$ cat src/rtl/call_stack_pkg.sv
// Shared constants, request decode and sizing helper for the call stack.
package call_stack_pkg;

    localparam int DEFAULT_DATA_W = 12;
    localparam int DEFAULT_DEPTH  = 8;

    // Request decode for one cycle: {PushEnbl, PopEnbl}
    typedef enum logic [1:0] {
        OP_IDLE = 2'b00,
        OP_POP  = 2'b01,
        OP_PUSH = 2'b10,
        OP_SWAP = 2'b11
    } stack_op_e;

    // Occupancy counter width: must represent 0..depth inclusive
    function automatic int cnt_width(input int depth);
        return $clog2(depth + 1);
    endfunction

endpackage

$ cat src/rtl/stack_mem.sv
// Entry storage for the call stack: one synchronous write port and one
// asynchronous read port. Contents are deliberately not reset; the
// controller never reads an entry that has not been written.
module stack_mem
    import call_stack_pkg::*;
#(
    parameter int DATA_W = DEFAULT_DATA_W,
    parameter int DEPTH  = DEFAULT_DEPTH,
    parameter int ADDR_W = $clog2(DEPTH)
) (
    input  logic              clk,
    input  logic              wrEn,
    input  logic [ADDR_W-1:0] wrAddr,
    input  logic [DATA_W-1:0] wrData,
    input  logic [ADDR_W-1:0] rdAddr,
    output logic [DATA_W-1:0] rdData
);

    logic [DATA_W-1:0] mem_q [DEPTH];

    // Write the addressed entry when the controller accepts a push or swap
    always_ff @(posedge clk) begin
        if (wrEn) begin
            mem_q[wrAddr] <= wrData;
        end
    end

    assign rdData = mem_q[rdAddr];

endmodule

$ cat src/rtl/call_stack.sv
// LIFO call stack with occupancy count, derived flags and sticky
// overflow/underflow errors. The occupancy count doubles as the write
// index, so no separate pointer exists.
// Optional feature: define CALL_STACK_ERR_CLR_EN to add the Err_Clr input
// that clears both sticky error flags.
module call_stack
    import call_stack_pkg::*;
#(
    parameter int DATA_W    = DEFAULT_DATA_W,
    parameter int DEPTH     = DEFAULT_DEPTH,
    parameter int AFULL_LVL = DEPTH - 1
) (
    input  logic                        clk,
    input  logic                        reset,
`ifdef CALL_STACK_ERR_CLR_EN
    input  logic                        Err_Clr,
`endif
    input  logic                        PushEnbl,
    input  logic                        PopEnbl,
    input  logic [DATA_W-1:0]           PushDataIn,
    output logic [DATA_W-1:0]           PopDataOut,
    output logic                        STACK_FULL,
    output logic                        STACK_EMPTY,
    output logic                        STACK_AFULL,
    output logic [cnt_width(DEPTH)-1:0] Depth_Cnt,
    output logic                        Ovf_Err,
    output logic                        Unf_Err
);

    localparam int CNT_W  = cnt_width(DEPTH);
    localparam int ADDR_W = $clog2(DEPTH);

    logic [CNT_W-1:0]  cnt_q, cnt_d;
    logic [DATA_W-1:0] popData_q, popData_d;
    logic              ovfErr_q, ovfErr_d;
    logic              unfErr_q, unfErr_d;

    stack_op_e         op;
    logic              isFull, isEmpty;
    logic              ovfEvt, unfEvt, errClr;
    logic              wrEn;
    logic [ADDR_W-1:0] wrAddr, rdAddr;
    logic [DATA_W-1:0] rdData;

    // Flags come only from the registered count, never from the requests
    assign isFull      = (cnt_q == CNT_W'(DEPTH));
    assign isEmpty     = (cnt_q == '0);
    assign STACK_FULL  = isFull;
    assign STACK_EMPTY = isEmpty;
    assign STACK_AFULL = (cnt_q >= CNT_W'(AFULL_LVL));
    assign Depth_Cnt   = cnt_q;
    assign PopDataOut  = popData_q;
    assign Ovf_Err     = ovfErr_q;
    assign Unf_Err     = unfErr_q;

    // Top of stack sits one below the count; the value is unused when empty
    assign rdAddr = ADDR_W'(cnt_q - 1'b1);

`ifdef CALL_STACK_ERR_CLR_EN
    assign errClr = Err_Clr;
`else
    assign errClr = 1'b0;
`endif

    // Decode the two request lines into a single operation
    always_comb begin
        case ({PushEnbl, PopEnbl})
            2'b01:   op = OP_POP;
            2'b10:   op = OP_PUSH;
            2'b11:   op = OP_SWAP;
            default: op = OP_IDLE;
        endcase
    end

    // Next-state logic: swap replaces the top in place, or bypasses when empty
    always_comb begin
        cnt_d     = cnt_q;
        popData_d = popData_q;
        wrEn      = 1'b0;
        wrAddr    = ADDR_W'(cnt_q);
        ovfEvt    = 1'b0;
        unfEvt    = 1'b0;
        case (op)
            OP_PUSH: begin
                if (isFull) begin
                    ovfEvt = 1'b1;
                end else begin
                    wrEn  = 1'b1;
                    cnt_d = cnt_q + 1'b1;
                end
            end
            OP_POP: begin
                if (isEmpty) begin
                    unfEvt = 1'b1;
                end else begin
                    popData_d = rdData;
                    cnt_d     = cnt_q - 1'b1;
                end
            end
            OP_SWAP: begin
                if (isEmpty) begin
                    popData_d = PushDataIn;
                end else begin
                    popData_d = rdData;
                    wrEn      = 1'b1;
                    wrAddr    = rdAddr;
                end
            end
            default: ;
        endcase
        ovfErr_d = (ovfErr_q & ~errClr) | ovfEvt;
        unfErr_d = (unfErr_q & ~errClr) | unfEvt;
    end

    // Control state with immediate clear on reset
    always_ff @(posedge clk or posedge reset) begin
        if (reset) begin
            cnt_q     <= '0;
            popData_q <= '0;
            ovfErr_q  <= 1'b0;
            unfErr_q  <= 1'b0;
        end else begin
            cnt_q     <= cnt_d;
            popData_q <= popData_d;
            ovfErr_q  <= ovfErr_d;
            unfErr_q  <= unfErr_d;
        end
    end

    stack_mem #(
        .DATA_W (DATA_W),
        .DEPTH  (DEPTH),
        .ADDR_W (ADDR_W)
    ) u_mem (
        .clk    (clk),
        .wrEn   (wrEn),
        .wrAddr (wrAddr),
        .wrData (PushDataIn),
        .rdAddr (rdAddr),
        .rdData (rdData)
    );

endmodule

$ cat config.mk
export PLATFORM = sky130hd
export DESIGN_NAME = call_stack
export DESIGN_NICKNAME = d
export VERILOG_FILES = /design/src/rtl/call_stack_pkg.sv /design/src/rtl/stack_mem.sv /design/src/rtl/call_stack.sv
export SDC_FILE = /design/constraint.sdc
export NUM_CORES = 1
export LEC_CHECK = 0
export ABC_AREA = 0
export BUFFER_PORTS_ARGS = -buffer_cell sky130_fd_sc_hd__buf_2
export CELL_PAD_IN_SITES_DETAIL_PLACEMENT = 0
export CELL_PAD_IN_SITES_GLOBAL_PLACEMENT = 1
export CORE_MARGIN = 4
export CORE_UTILIZATION = 33
export CTS_CLUSTER_DIAMETER = 30
export DETAILED_ROUTE_END_ITERATION = 8
export GPL_ROUTABILITY_DRIVEN = 0
export GPL_TIMING_DRIVEN = 0
export PLACE_DENSITY = 0.64
export SLEW_MARGIN = 0
export SYNTH_ARGS = -nofsm -noshare
export SYNTH_HDL_FRONTEND = slang
export SYNTH_SLANG_ARGS = --single-unit
export TNS_END_PERCENT = 20
$ cat constraint.sdc
create_clock -name clk -period 7.4 [get_ports clk]
set_clock_uncertainty 0.05 [all_clocks]
set_input_delay 1.48 -clock clk [delete_from_list [all_inputs] [get_ports clk]]
set_output_delay 1.48 -clock clk [all_outputs]
set_load 0.01 [all_outputs]
# After elaboration in Yosys (flattened, before gate mapping)

Memory sizes are Yosys's and may differ from the RTL's.
Cells that the tools add are included.

Register bits after elaboration: 18
Bits in latches: 0
RAM bits: 96
ROM bits: 0
Input port bits: 16
Output and inout port bits: 21
Memories kept: 1

$add $sub $neg: 2
Multiply operators: 0
Divide/modulo/power cells: 0
$lt $le $gt $ge: 1
Equality and inequality tests: 9
Shift-type cells: 0
Muxes and demuxes: 18
Bitwise operators: 2
Reduce and logical (&&, ||, !) cells: 5

Memories:

| name        | depth | width | read ports | clocked after memory_dff | write ports | line            | source |
|---|---|---|---|---|---|---|---|
| u_mem.mem_q | 8     | 12    | 1          | 0                        | 1           | stack_mem.sv:19 | `logic [DATA_W-1:0] mem_q [DEPTH];` |

Operators by type and width:

| operator                                                           | count |
|---|---|
| two-way mux 12 bit                                                 | 2 |
| case mux 12 bit (2 select lines)                                   | 1 |
| == test 2 bit (second input constant)                              | 4 |
| two-way mux 1 bit                                                  | 8 |
| two-way mux 4 bit                                                  | 2 |
| case mux 4 bit (2 select lines)                                    | 1 |
| two-way mux 3 bit                                                  | 2 |
| case mux 2 bit (3 select lines)                                    | 1 |
| adder 4 x 1 -> 4 bit (second input constant)                       | 1 |
| == test 2 x 1 -> 1 bit (second input constant)                     | 2 |
| == test 4 bit (second input constant)                              | 1 |
| greater-or-equal comparator 4 x 3 -> 1 bit (second input constant) | 1 |
| zero test 4 bit                                                    | 1 |
| != test 2 bit (second input constant)                              | 2 |
| nonzero test 2 bit                                                 | 2 |
| subtractor 4 x 1 -> 4 bit (second input constant)                  | 1 |
| AND reduction 3 bit                                                | 1 |
| OR 1 bit                                                           | 2 |
| case mux 1 bit (2 select lines)                                    | 1 |
| AND reduction 2 bit                                                | 1 |

# Depth between registers and ports, before layout

Word-level depth: 6
Depth in mapped cells: 10

# Modules after synthesis

A second synthesis with hierarchy kept.

Cell total of the unflattened synthesis: 257
Area, all modules: 4745.8 um^2

By module, submodules not included:

| module     | instances | cells each | area an instance (um^2) |
|---|---|---|---|
| stack_mem  | 1         | 152        | 3747.3 |
| call_stack | 1         | 105        | 998.5 |

# Worst setup path after synthesis

Ideal clock, no wire load.

Path kind: input to register
From: input port PushEnbl
To: memory u_mem.mem_q[2][0] in the netlist's numbering, enable pin
Setup time: 0.396 ns
Arrival: 3.170 ns
Required time: 6.954 ns
Path slack: 3.784 ns
Stages: 5
Path buffers: 1
Cells stage by stage: clkbuf_1 nand2_1 nor2_2 mux2_4 nor3_1

Word-level cells in the longest chain between the ends: 6
Elaborated cells on any way between the ends: 10

Ends and longest elaborated chain:

| item                                                    | line             | source |
|---|---|---|
| from (decl)                                             | call_stack.sv:18 | `input logic PushEnbl,` |
| == test 2 bit or == test 2 x 1 -> 1 bit (tied branches) | call_stack.sv:67 | `case ({PushEnbl, PopEnbl})` |
| case mux 2 bit (3 select lines) *                       | call_stack.sv:67 |  |
| == test 2 bit                                           | call_stack.sv:83 | `case (op)` |
| case mux 1 bit (2 select lines)                         | call_stack.sv:83 |  |
| two-way mux 1 bit                                       | stack_mem.sv:23  | `if (wrEn) begin` |
| two-way mux 1 bit (implied by the code)                 | stack_mem.sv:24  | `mem_q[wrAddr] <= wrData;` |
| to (decl)                                               | stack_mem.sv:19  |  |

Mark *: on every way between the ends. The rest lies on a longest branch, timed or not.

# Final worst setup path

From: register cnt_q[0] (netlist: Depth_Cnt[0])
To: output port STACK_EMPTY

Word-level cells in the longest chain between the ends: 1

Ends and longest elaborated chain:

| item                   | line              | source |
|---|---|---|
| from (decl)            | call_stack.sv:33  | `logic [CNT_W-1:0] cnt_q, cnt_d;` |
| from (signal assigned) | call_stack.sv:123 | `cnt_q <= cnt_d;` |
| zero test 4 bit        | call_stack.sv:47  | `assign isEmpty = (cnt_q == '0);` |
| to (decl)              | call_stack.sv:23  | `output logic STACK_EMPTY,` |

Every way passes these cells.

==> flow_summary_export.csv <==
group,metric,value,unit
sta,finalSetupTns,0,ns
setup_path,timing.rr.start,"Depth_Cnt[0]",
clock_network,cts.clk_slew.worst_paths,0.06,ns
route,antenna_violating_nets_post_route,0,
grt,grt.overflow.total,0,
job,maxCapViolCount,0,
synth,avgSynthCellArea,17.62,um^2
synth,synth_edf_count,96,
grt,number_of_antenna_violations_at_the_first_check_in_global_routing,0,
sta,number_of_max_slew_violations_in_the_final_report,0,
floorplan,die_height,126.9,um
setup_path,crit_required,5.87,ns
synth,postSynth.asyncResetShare,15.79,%
synth,yosys-top-cells-area,"sky130_fd_sc_hd__edfxtp_1, sky130_fd_sc_hd__dfrtp_1, sky130_fd_sc_hd__mux4_2, sky130_fd_sc_hd__mux4_1, sky130_fd_sc_hd__nand2_1",
floorplan,floorplan.initialDensity,33.63,%
setup_path,arrival,2.24,ns
setup_path,timing.critical_path.mode_cell,"sky130_fd_sc_hd__buf_4",
synth,syn_inst,265,
setup_path,crit_slowest_cell,"sky130_fd_sc_hd__dfrtp_1",
finish,final.fill_count,1262,
placed_design,numPortBuffers,36,
pwr,power.clock.fraction,32.8,%
route,vias,2654,
clock_network,hold_buffers,0,
synth,leading_cell_type_by_number_of_instances_after_synthesis,"sky130_fd_sc_hd__edfxtp_1",
finish,areaGrowthSynthToFinish,24.71,%
min_path,hp-class,"reg2reg",
pwr,seq_power_share,34.0,%
pwr,switching_power,0.0008264,W
pwr,switching_share,32.00,%
synth,number_of_nets_produced_by_synthesis,283,
setup_path,setup.worst_path.end_class,"output pin",
setup_path,launching_element_of_the_worst_setup_path,"Depth_Cnt[0]",
floorplan,num_rows,43,
clock_network,postCtsSetupBuffers,0,
setup_path,path_cells,"buf_6 > buf_4 > inv_2 > ha_1 > buf_4 > nor3b_4 > buf_2",
finish,combined_area_of_the_multi_input_logic_cells,1277,um^2
sta,finalCriticalPeriod,3.771,ns
finish,layout.cell_area.non_filler,5822,um^2
finish,post-route-util,41.94,%
sta,layout_worst_path_cycle_share,50.96,%
route,route.final.wire_length,10.65,mm
sta,worst-slew-pin-transition,0.8481,ns
sta,worst_hold_slack,0.4008,ns
synth,synthDistinctLibCells,41,
synth,netlist.area_leader.share,61.75,%
sta,relSlewSlack,43.40,%
route,detail_route.first_pass.iterations,4,
clock_network,tritoncts,"done",
setup_path,regToRegEndpoint,"u_mem.mem_q[6][5]",
grt,grt_start_max_net_pins,19,
pwr,leakagePower,2.080,nW
clock_network,worstSkewPairLatency,0.41,ns
grt,grt_pass1_vias,2778,
route,routed_wire_length_per_instance,20.45,um
floorplan,area_inside_the_core_boundary,13880,um^2
run_status,status,"finished clean",
sta,final_hold_viol_count,0,
finish,design.final.nets,346,
clock_network,cts_repair_resize_count,0,
floorplan,design.die.area,16110,um^2
clock_network,tritoncts.num_buffers,17,
finish,insertedDiodeCount,0,
sta,rsz0062_at_grt,"false",
clock_network,max-clock-path-buffers,2,
synth,synth_area,4668,um^2
pwr,power_per_cell_area,443.5,nW/um^2
clock_network,count_of_clock_tree_sinks,114,
setup_path,reg2reg_slack,3.99,ns
grt,grt_util_all_layers,14.24,%
pwr,logic_gate_share_of_total_power,33.2,%
synth,synth_top_cells_by_count,"sky130_fd_sc_hd__edfxtp_1, sky130_fd_sc_hd__nand2_1, sky130_fd_sc_hd__mux4_2",
finish,sequential_cell_area,3333,um^2
finish,layout_cells_sized_above_1,35.48,%
pwr,cellInternalPower,0.001756,W
setup_path,worst_path_largest_cell_delay,0.46,ns
grt,wire_length_of_the_first_global_routing_pass,16.60,mm
placed_design,hpwlAfterDp,6.984,mm
synth,ys_seq_elements,114,
synth,post-synth-top-area-cell,"sky130_fd_sc_hd__edfxtp_1",
route,drc_errors,0,
setup_path,nature_of_the_critical_path_startpoint,"flop",
synth,ys_dominant_reg_cell,"sky130_fd_sc_hd__edfxtp_1",
synth,synth_seq_area_share,71.40,%
setup_path,type_of_the_setup_path_with_the_least_slack,"reg2out",
floorplan,pin_count,37,
route,detail_route.iter0.violations,152,
pwr,ir_worst_vdd,0.2028,mV
clock_network,cts_root_buf,"sky130_fd_sc_hd__clkbuf_16",
route,drt-vias-per-instance,5.094,
sta,maximum_clock_rate,265.2,MHz
synth,synthesis.yosys.warnings,0,
sta,final-setup-viol-count,0,
setup_path,setup.worst_path.end,"STACK_EMPTY",
placed_design,place_area,5204,um^2
setup_path,worstRegToRegCells,9,
setup_path,critical_path.max_fanout,10,
clock_network,cts_htree_levels,4,
floorplan,floorplan.die.width,126.9,um
-- power by group through the flow --
stage | sequential [W] | combinational (W) | clock [W]
final | 0.000878 | 0.000857 | 0.000847
after global routing | 0.000890 | 0.000934 | 0.000895
after CTS | 0.000881 | 0.000878 | 0.000861
after detailed placement | 0.000892 | 0.000872 | 0
after global placement | 0.000892 | 0.000830 | 0
after floorplan | 0.000901 | 0.000559 | 0
-- metal layers --
metal  up-vias  GRT usage (%)  wire (um)
li1       1191              -          -
met1      1378          18.51       4773
met2        67          22.57       5257
met3        18          3.621        439
met4         0          6.435        184
met5         -              0          0
-- logic make-up (layout without fill, tap and decap cells) --
family          after synthesis  after routing  share of synthesized area, %
simple gates                 60             60                         6.460
flops                       114            114                         71.40
fa+ha+maj                     2              2                        0.5360
compound gates               40             40                         5.870
mux                          26             26                         12.52
buf+inv                      17             93                         2.091
xor+xnor                      6              6                         1.126
-- placed cells by master (no fill, tap or decap), types with 5 or more instances in the layout --
cell	n
sky130_fd_sc_hd__nor3_2	8
sky130_fd_sc_hd__clkbuf_16	17
sky130_fd_sc_hd__o22ai_1	6
sky130_fd_sc_hd__buf_6	9
sky130_fd_sc_hd__buf_4	5
sky130_fd_sc_hd__nor2_1	5
sky130_fd_sc_hd__a31oi_1	7
sky130_fd_sc_hd__dfrtp_1	18
sky130_fd_sc_hd__nand2_1	25
sky130_fd_sc_hd__edfxtp_1	96
sky130_fd_sc_hd__a21oi_1	8
sky130_fd_sc_hd__nor3_1	5
sky130_fd_sc_hd__mux4_1	5
sky130_fd_sc_hd__buf_2	42
sky130_fd_sc_hd__mux4_2	19
-- metrics by stage --
stage / total power [W] / setup slack [ns] / std cells
global route: 0.002719 / 3.446 / 521
global placement: 0.001723 / 2.531 / 481
CTS: 0.002619 / 3.596 / 521
detailed placement: 0.001764 / 3.577 / 489
floorplan: 0.001460 / 3.784 / 265
finish: 0.002582 / 3.629 / 521
-- area by class of cell --
class | count | area share (%)
sequential | 114 | 57.25
multi-input combinational | 134 | 21.94
clock buffer | 18 | 7.372
timing repair buffer | 44 | 4.642
tap | 180 | 3.868
clock inverter | 14 | 3.245
buffer | 13 | 1.418
inverter | 4 | 0.2579
-- critical path, delay by kind of cell, from the launching register on --
family,cells,cell delay [ns]
adders and majority gates,1,0.14
buffers and inverters,5,0.85
DFF,1,0.46
and+or+nand+nor,1,0.37
-- worst min path at each step --
| stage | from | endpoint | slack, ns | depth (start not counted) |
|---|---|---|---|---|
| 6_report | Ovf_Err | Ovf_Err | 0.40 | 1 |
| 5_1_grt | Ovf_Err | Ovf_Err | 0.41 | 1 |
| 4_1_cts | Ovf_Err | Ovf_Err | 0.40 | 1 |
| 3_5_place_dp | Ovf_Err | Ovf_Err | 0.39 | 1 |
| 3_3_place_gp | Unf_Err | Unf_Err | 0.39 | 1 |
| 2_1_floorplan | Ovf_Err | Ovf_Err | 0.44 | 1 |
-- sequential cells by signal, indices dropped and copies added, names as in the netlist --
signal and flops:
Ovf_Err 1, PopDataOut 12, Unf_Err 1, Depth_Cnt 4
u_mem.mem_q 96
(Power assumes the default switching activity.)
